$ cat src/rtl/w5300_cycle.sv
// Z80 -> W5300 8-bit bus-cycle sequencer with programmable setup/strobe/hold timing.
// Optional Z80 /WAIT generation is enabled by defining W5300_ZWAIT_EN.
module w5300_cycle #(
  parameter int unsigned T_SETUP  = 2,
  parameter int unsigned T_STROBE = 4,
  parameter int unsigned T_HOLD   = 1
) (
  input  logic       fclk,
  input  logic       rst,
  input  logic       z_rd_n,
  input  logic       z_wr_n,
  input  logic       sel,
  input  logic [9:0] map_addr,
  input  logic [7:0] z_din,
  input  logic [7:0] w_din,
  output logic [9:0] w_addr,
  output logic       w_cs_n,
  output logic       w_rd_n,
  output logic       w_wr_n,
  output logic [7:0] w_dout,
  output logic       w_doe,
  output logic [7:0] rd_data,
  output logic       busy,
  output logic       zwait_n
);

  localparam int unsigned TMax12 = (T_SETUP > T_STROBE) ? T_SETUP : T_STROBE;
  localparam int unsigned TMax   = (TMax12 > T_HOLD) ? TMax12 : T_HOLD;
  localparam int unsigned CntW   = $clog2(TMax + 1);

  typedef enum logic [2:0] {StIdle, StSetup, StStrobe, StHold, StDone} state_e;

  state_e          state_q, state_d;
  logic [CntW-1:0] cnt_q, cnt_d;
  logic            dir_q, dir_d;  // 1 = write
  logic [9:0]      addr_q, addr_d;
  logic [7:0]      dout_q, dout_d;
  logic [7:0]      rdat_q, rdat_d;
  logic            cs_n_q, cs_n_d;
  logic            rd_n_q, rd_n_d;
  logic            wr_n_q, wr_n_d;
  logic            doe_q, doe_d;

  // Two-flop synchronisers plus one delay stage for falling-edge detection.
  logic rd_meta_q, rd_s_q, rd_p_q;
  logic wr_meta_q, wr_s_q, wr_p_q;
  logic rd_fall, wr_fall, start, strobe_end;

  assign rd_fall    = rd_p_q & ~rd_s_q;
  assign wr_fall    = wr_p_q & ~wr_s_q;
  // Simultaneous read and write falls are illegal and ignored.
  assign start      = (state_q == StIdle) & sel & (rd_fall ^ wr_fall);
  assign strobe_end = (state_q == StStrobe) & (cnt_q == '0);

  always_ff @(posedge fclk) begin
    if (rst) begin
      rd_meta_q <= 1'b1;
      rd_s_q    <= 1'b1;
      rd_p_q    <= 1'b1;
      wr_meta_q <= 1'b1;
      wr_s_q    <= 1'b1;
      wr_p_q    <= 1'b1;
      state_q   <= StIdle;
      cnt_q     <= '0;
      dir_q     <= 1'b0;
      addr_q    <= '0;
      dout_q    <= '0;
      rdat_q    <= '0;
      cs_n_q    <= 1'b1;
      rd_n_q    <= 1'b1;
      wr_n_q    <= 1'b1;
      doe_q     <= 1'b0;
    end else begin
      rd_meta_q <= z_rd_n;
      rd_s_q    <= rd_meta_q;
      rd_p_q    <= rd_s_q;
      wr_meta_q <= z_wr_n;
      wr_s_q    <= wr_meta_q;
      wr_p_q    <= wr_s_q;
      state_q   <= state_d;
      cnt_q     <= cnt_d;
      dir_q     <= dir_d;
      addr_q    <= addr_d;
      dout_q    <= dout_d;
      rdat_q    <= rdat_d;
      cs_n_q    <= cs_n_d;
      rd_n_q    <= rd_n_d;
      wr_n_q    <= wr_n_d;
      doe_q     <= doe_d;
    end
  end

  always_comb begin
    state_d = state_q;
    cnt_d   = cnt_q;
    dir_d   = dir_q;
    addr_d  = addr_q;
    dout_d  = dout_q;
    rdat_d  = rdat_q;
    cs_n_d  = cs_n_q;
    rd_n_d  = rd_n_q;
    wr_n_d  = wr_n_q;
    doe_d   = doe_q;
    unique case (state_q)
      StIdle: begin
        if (start) begin
          state_d = StSetup;
          cnt_d   = CntW'(T_SETUP - 1);
          dir_d   = wr_fall;
          addr_d  = map_addr;
          cs_n_d  = 1'b0;
          if (wr_fall) begin
            dout_d = z_din;
            doe_d  = 1'b1;
          end
        end
      end
      StSetup: begin
        if (cnt_q == '0) begin
          state_d = StStrobe;
          cnt_d   = CntW'(T_STROBE - 1);
          if (dir_q) wr_n_d = 1'b0;
          else       rd_n_d = 1'b0;
        end else begin
          cnt_d = cnt_q - CntW'(1);
        end
      end
      StStrobe: begin
        if (strobe_end) begin
          state_d = StHold;
          cnt_d   = CntW'(T_HOLD - 1);
          rd_n_d  = 1'b1;
          wr_n_d  = 1'b1;
          if (!dir_q) rdat_d = w_din;
        end else begin
          cnt_d = cnt_q - CntW'(1);
        end
      end
      StHold: begin
        if (cnt_q == '0) begin
          state_d = StDone;
          cs_n_d  = 1'b1;
          doe_d   = 1'b0;
        end else begin
          cnt_d = cnt_q - CntW'(1);
        end
      end
      StDone: begin
        // Stay here until the Z80 ends its bus cycle so one cycle never triggers twice.
        if (dir_q ? wr_s_q : rd_s_q) state_d = StIdle;
      end
      default: state_d = StIdle;
    endcase
  end

`ifdef W5300_ZWAIT_EN
  logic zwait_q;
  always_ff @(posedge fclk) begin
    if (rst)             zwait_q <= 1'b1;
    else if (start)      zwait_q <= 1'b0;
    else if (strobe_end) zwait_q <= 1'b1;
  end
  assign zwait_n = zwait_q;
`else
  assign zwait_n = 1'b1;
`endif

  assign w_addr  = addr_q;
  assign w_cs_n  = cs_n_q;
  assign w_rd_n  = rd_n_q;
  assign w_wr_n  = wr_n_q;
  assign w_dout  = dout_q;
  assign w_doe   = doe_q;
  assign rd_data = rdat_q;
  assign busy    = (state_q != StIdle);

endmodule

$ cat config.mk
export PLATFORM = sky130hd
export DESIGN_NAME = w5300_cycle
export DESIGN_NICKNAME = d
export VERILOG_FILES = /design/src/rtl/w5300_cycle.sv
export SDC_FILE = /design/constraint.sdc
export NUM_CORES = 1
export LEC_CHECK = 0
export ABC_AREA = 1
export BUFFER_PORTS_ARGS = -buffer_cell sky130_fd_sc_hd__clkbuf_2
export CAP_MARGIN = 20
export CORE_MARGIN = 1
export CORE_UTILIZATION = 41
export CTS_CLUSTER_SIZE = 12
export DETAILED_ROUTE_END_ITERATION = 6
export GPL_TIMING_DRIVEN = 1
export PLACE_DENSITY = 0.77
export SLEW_MARGIN = 20
export SYNTH_ARGS = -nofsm -noshare
export SYNTH_HDL_FRONTEND = slang
export SYNTH_SLANG_ARGS = --single-unit
$ cat constraint.sdc
create_clock -name fclk -period 3.3 [get_ports fclk]
set_clock_uncertainty 0.1 [all_clocks]
set_input_delay 0.66 -clock fclk [delete_from_list [all_inputs] [get_ports fclk]]
set_output_delay 0.66 -clock fclk [all_outputs]
set_load 0.005 [all_outputs]
==> results.sh, run 1 <==
export IMPL_status="finished, final reports clean"
export IMPL_vdd_drop_max_mv=0.366
export IMPL_synth_flop_cell="dfxtp_1"
export IMPL_power_mw=1.49
export IMPL_syn_inst=233
export IMPL_dpl_cell_count=338
export IMPL_clockRootBuffer="clkbuf_8"
export IMPL_swShare_pct=36.2
export IMPL_final_nets=328
export IMPL_cts_tree="built"
export IMPL_p_leak_nw=1.09
export IMPL_antenna_found_initial=0
export IMPL_start_kind="register"
export IMPL_p_sw_uw=541
export IMPL_n_antenna_cell=0
export IMPL_fp_dieW_um=67.5
export IMPL_htreeDepth=2
export IMPL_fp_row_count=23
export IMPL_met1_length_um=1610
export IMPL_cts_resized=0
export IMPL_cp_max_fo=6
export IMPL_drc=0
export IMPL_cts_setup_buffers=0
export IMPL_period_share_pct=55.5
export IMPL_ys_warn_count=0
export IMPL_dp_slack_ps=1330
export IMPL_syn2layout_area_growth_pct=23.6
export IMPL_arrival_ps=1070
export IMPL_internal_power_uw=951
export IMPL_path_class="register to output pin"
export IMPL_grtUsageTotal_pct=16.5
export IMPL_vias=1604
export IMPL_place_gp_congestion=0.876
export IMPL_viasPerCell=4.64
export IMPL_grt_pass1_wl_um=5660
export IMPL_worst_slack_ps=1470
export IMPL_clkPwrFrac_pct=21.8
export IMPL_numCtsBuffers=5
export IMPL_setup_viol=0
export IMPL_tightest_slew_ps=855
export IMPL_cts_buffer_depth=2
export IMPL_synth_cell_type_count=28
export IMPL_seqPwrFrac_pct=44.0
export IMPL_start_util_pct=43.3
export IMPL_crit_slowest_cell="dfxtp_1"
export IMPL_path_buf_inv=2
export IMPL_grt_pass1_vias=1378
export IMPL_topRoutingLayerUsed="met4"
export IMPL_whs_ps=308
export IMPL_ys_seq_area_share_pct=49.0
export IMPL_rsz0062_at_grt="false"
export IMPL_fin_cells=346
export IMPL_io_pins=63
export IMPL_grt_overflow_total=0
export IMPL_grt_max_degree=35
export IMPL_met2_length_um=1580
export IMPL_wl_per_cell_um=10.0
export IMPL_nFillCells=410
export IMPL_synthSimpleGateAreaFrac_pct=30.4
export IMPL_hold_viol=0
export IMPL_die_area_um2=4550
export IMPL_crit_path_end_kind="output pin"
export IMPL_crit_path_cell_trace="inv_1 > nand2_2 > clkbuf_2"
export IMPL_async_reset_ff_share_pct=0
export IMPL_core_um2=4060
export IMPL_die_h_um=67.5
export IMPL_synth_compound_area_share_pct=12.7
export IMPL_numPortBuffers=61
export IMPL_drtIter0Drc=74
export IMPL_dpl_hpwl_um=2570
export IMPL_synth_avg_cell_area_um2=7.54
export IMPL_drv_cap=0
export IMPL_min_path_type="register to register"
export IMPL_drive_above_1_share_pct=29.1
export IMPL_pwr_share_comb_pct=34.2
export IMPL_clock_sinks=43
export IMPL_cpPeakStageDelay_ps=440
export IMPL_wl_um=3460
export IMPL_hold_buffers=0
export IMPL_dr_pass1_iters=4
export IMPL_ys_ff_latch=43
export IMPL_clock_latency_ps=290
export IMPL_synth_adder_area_share_pct=1.42
export IMPL_power_density_nw_per_um2=686
export IMPL_muxShareOfSynthArea_pct=0
export IMPL_crit_family="flip-flops"
export IMPL_synth_edf_count=0
export IMPL_syn_area_um2=1760
export IMPL_finalSetupTns_ps=0
export IMPL_clk_pin_slew_ps=80
export IMPL_relSlewSlack_pct=43.0
export IMPL_critPathRequiredTime_ps=2540
export IMPL_synth_top_family_by_area="simple AND/OR/NAND/NOR gates"
export IMPL_synth_xor_area_share_pct=0
export IMPL_synth_fp_nets=266
export IMPL_slew_viol_final=0
export IMPL_dr_wl_met3_um=181
export IMPL_fin_crit_ps=1830
export IMPL_drtAntennaViolNets=0
export IMPL_fmax_mhz=546
-- cell type report --
type,count,area [um^2],share of cell area [%]
Sequential cell,43,861,39.6
Multi-Input combinational cell,165,786,36.2
Timing Repair Buffer,61,305,14.0
Inverter,19,73.8,3.40
Clock buffer,6,72.6,3.34
Tap cell,50,62.6,2.88
Clock inverter,2,12.5,0.576
-- stage by stage --
step           instance area, um^2  utilization, %
3_3_place_gp                  2090            51.5
4_1_cts                       2170            53.6
3_5_place_dp                  2090            51.5
6_report                      2170            53.6
2_1_floorplan                 1760               -
5_1_grt                       2170            53.6
-- synthesized netlist by cell type, types with 2 or more instances --
| master | instances | area (um^2) |
|---|---|---|
| a21oi_1 | 7 | 35.0 |
| buf_2 | 3 | 15.0 |
| dfxtp_1 | 43 | 861 |
| ha_1 | 2 | 25.0 |
| inv_1 | 16 | 60.1 |
| nand2_1 | 31 | 116 |
| nand2_2 | 3 | 18.8 |
| nand3_1 | 6 | 30.0 |
| nor2_1 | 68 | 255 |
| nor2_2 | 2 | 12.5 |
| nor2_4 | 2 | 22.5 |
| o21ai_0 | 20 | 100 |
| o21ai_1 | 12 | 60.1 |
| or2_2 | 4 | 25.0 |
-- flip-flops by register name, indices dropped and copies added, names as in the netlist, 3 cells and up --
register  count
w_addr       10
rd_data       8
w_dout        8
cnt_q         3
state_q       3
-- power groups by stage --
stage          clock network, mW  logic (mW)  registers (mW)
3_3_place_gp                   0       0.499           0.665
4_1_cts                    0.334       0.511           0.655
5_1_grt                    0.356       0.583           0.667
6_report                   0.325       0.510           0.656
2_1_floorplan                  0       0.366           0.665
3_5_place_dp                   0       0.510           0.667
-- cells in the final DEF, fill, tap and decap left out, types with 3 or more instances in the layout --
| cell | synthesis | final |
|---|---|---|
| inv_1 | 16 | 16 |
| or2_2 | 4 | 4 |
| clkbuf_8 | 0 | 5 |
| nand3_1 | 6 | 6 |
| o21ai_0 | 20 | 20 |
| a21oi_1 | 7 | 7 |
| nand2_2 | 3 | 3 |
| o21ai_1 | 12 | 12 |
| nor2_1 | 68 | 68 |
| nand2_1 | 31 | 31 |
| dfxtp_1 | 43 | 43 |
| clkbuf_2 | 0 | 61 |
-- metal layers --
metal  up-vias  GRT usage [%]
li1        855              -
met1       694           19.8
met2        49           26.0
met3         6           5.24
met4         0           9.04
met5         -              0
-- cell families (layout without fill, tap and decap cells) --
family,Yosys count,count (layout)
flip-flops,43,43
AND/OR/NAND/NOR,120,120
AO/OA/AOI/OAI,42,42
buffers and inverters,25,88
other,1,1
adder cells (fa/ha/maj),2,2
-- path summary, 6_finish.rpt --
path                                         startpoint                 endpoint  slack, ps  depth (start not counted)
worst min-delay path               rd_meta_q$_SDFF_PP1_        rd_s_q$_SDFF_PP1_        310                          1
worst min register to register     rd_meta_q$_SDFF_PP1_        rd_s_q$_SDFF_PP1_        310                          1
worst max register to register    cnt_q[0]$_SDFFE_PP0P_  rd_data[1]$_SDFFE_PP0P_       1700                          8
worst max-delay path            state_q[1]$_SDFFE_PP0P_                     busy       1470                          3
Power figures use the tool's default switching activity.
==> run 2, diff against run 1 <==
==> constraint.sdc (replaced) <==
create_clock -name fclk -period 1.7 [get_ports fclk]
set_clock_uncertainty 0.1 [all_clocks]
set_input_delay 0.34 -clock fclk [delete_from_list [all_inputs] [get_ports fclk]]
set_output_delay 0.34 -clock fclk [all_outputs]
set_load 0.005 [all_outputs]
==> run 2 against run 1 <==
Compared with the run above:
- clock-buffer cell count is 1 higher
- flip-flop and latch count is the same
- wire length up 9.3%
- non-clock buffer count increased by 3
- utilization grew 0.68 points
- via count grew 3.1%
- die area unchanged
- clock power is 88% higher
==> results.sh, run 2 (same netlist as run 1, synthesis figures left out) <==
export IMPL_status="finished, final reports clean"
export IMPL_finalSetupTns_ps=0
export IMPL_die_area_um2=4550
export IMPL_r2r_slack_ps=170
export IMPL_wl_per_cell_um=10.8
export IMPL_io_pins=63
export IMPL_layout_common_cells="nor2_1, clkbuf_2, dfxtp_1"
export IMPL_cts_buffer_depth=2
export IMPL_n_antenna_cell=0
export IMPL_pwr_share_comb_pct=35.1
export IMPL_arrival_ps=1100
export IMPL_cts_tree="built"
export IMPL_clkPwrFrac_pct=21.0
export IMPL_vias=1653
export IMPL_grt_pass1_wl_um=6220
export IMPL_numPortBuffers=61
export IMPL_fmax_mhz=647
export IMPL_clock_sinks=43
export IMPL_cp_max_fo=6
export IMPL_wl_um=3780
export IMPL_period_share_pct=90.9
export IMPL_dpl_hpwl_um=2860
export IMPL_cts_setup_buffers=0
export IMPL_antenna_found_initial=0
export IMPL_reg2reg_depth=8
export IMPL_critPathRequiredTime_ps=1260
export IMPL_hold_buffers=0
export IMPL_clk_pin_slew_ps=70
export IMPL_worst_r2r_endpoint="w_dout[6]$_SDFFE_PP0P_"
export IMPL_drv_cap=0
export IMPL_drtAntennaViolNets=0
export IMPL_fin_crit_ps=1540
export IMPL_p_leak_nw=1.10
export IMPL_grt_pass1_vias=1504
export IMPL_dr_pass1_iters=4
export IMPL_clockRootBuffer="clkbuf_8"
export IMPL_power_mw=2.91
export IMPL_final_nets=331
export IMPL_min_to="rd_meta_q$_SDFF_PP1_"
export IMPL_drtIter0Drc=110
export IMPL_htreeDepth=2
export IMPL_vdd_drop_max_mv=0.613
export IMPL_internal_power_mw=1.86
export IMPL_dpl_cell_count=341
export IMPL_r2r_start="state_q[2]$_SDFFE_PP0P_"
export IMPL_place_gp_congestion=0.946
export IMPL_fp_dieW_um=67.5
export IMPL_worstHoldPathCells=2
export IMPL_fin_cells=349
export IMPL_power_density_nw_per_um2=1320
export IMPL_path_class="register to output pin"
export IMPL_final_common_cell="nor2_1"
export IMPL_grtUsageTotal_pct=18.7
export IMPL_numCtsBuffers=5
export IMPL_fp_row_count=23
export IMPL_hold_viol=0
export IMPL_core_um2=4060
export IMPL_seqPwrFrac_pct=43.9
export IMPL_start_util_pct=43.3
export IMPL_syn2layout_area_growth_pct=25.2
export IMPL_grt_overflow_total=0
export IMPL_min_path_type="input port to register"
export IMPL_start_kind="register"
export IMPL_swShare_pct=36.1
export IMPL_clock_latency_ps=290
export IMPL_drive_above_1_share_pct=30.4
export IMPL_die_h_um=67.5
export IMPL_grt_max_degree=20
export IMPL_viasPerCell=4.74
export IMPL_slew_viol_final=0
export IMPL_rsz0062_at_grt="false"
export IMPL_largest_reg_flops=10
export IMPL_drc=0
export IMPL_p_sw_mw=1.05
export IMPL_setup_viol=0
export IMPL_crit_path_end_kind="output pin"
export IMPL_holdCritStartpoint="z_rd_n"
## run 2: cell count changes in the layout (fill, tap and decap cells not counted)
cell	before	now
clkinv_1	1	0
clkbuf_1	1	2
nor2_1	68	67
buf_4	0	3
nand2_1	31	30
nor2_2	2	3
nand2_2	3	4
## run 2: cell type report
class,count,area [um^2]
timing repair buffer,64,328
multi-input combinational,165,791
sequential,43,861
fill,412,1860
clock inverter,1,5.00
inverter,19,77.6
tap,50,62.6
clock buffer,7,76.3
## run 2: worst max-delay path by stage
stage	from	endpoint	depth (start not counted)
after global routing	state_q[0]$_SDFFE_PP0P_	w_rd_n$_SDFFE_PP1P_	7
after detailed placement	cnt_q[0]$_SDFFE_PP0P_	rd_data[6]$_SDFFE_PP0P_	8
after global placement	cnt_q[0]$_SDFFE_PP0P_	state_q[0]$_SDFFE_PP0P_	10
final	state_q[2]$_SDFFE_PP0P_	busy	3
after floorplan	cnt_q[0]$_SDFFE_PP0P_	state_q[0]$_SDFFE_PP0P_	10
after CTS	cnt_q[0]$_SDFFE_PP0P_	rd_data[6]$_SDFFE_PP0P_	8
## run 2: power groups by stage
stage               clock (mW)  combinational [mW]  sequential, mW
detailed placement           0                1.00            1.30
finish                   0.612                1.02            1.28
global placement             0               0.979            1.30
CTS                      0.628                1.01            1.28
global route             0.679                1.18            1.30
floorplan                    0               0.711            1.29
## run 2: metrics by stage
step / instance area, um^2 / hold WS, ps / worst slack, ps / util [%]
5_1_grt: 2200 / 123 / 30.7 / 54.2
3_3_place_gp: 2110 / 291 / 190 / 52.0
4_1_cts: 2190 / 121 / 137 / 54.0
3_5_place_dp: 2110 / 298 / 150 / 52.0
6_report: 2200 / 131 / 155 / 54.2
2_1_floorplan: 1760 / 289 / 323 / -
## run 2: critical path: stages, from the launching register on
cell and delay (ps):
dfxtp_1 490, nor2_4 70, nand2_2 120, clkbuf_2 130
## run 2: timing repair
action / 4_1_cts / 5_1_grt
resized for setup: 0 / 3
setup endpoints to repair: 0 / 7
hold endpoints to repair: 0 / 0
## run 2: routing by layer
| layer | up-vias | GRT usage, % | part of all wire, % |
|---|---|---|---|
| li1 | 862 | - | - |
| met1 | 723 | 20.1 | 41 |
| met2 | 54 | 31.7 | 49 |
| met3 | 14 | 4.22 | 5.4 |
| met4 | 0 | 13.8 | 4.3 |
| met5 | - | 0 | 0 |
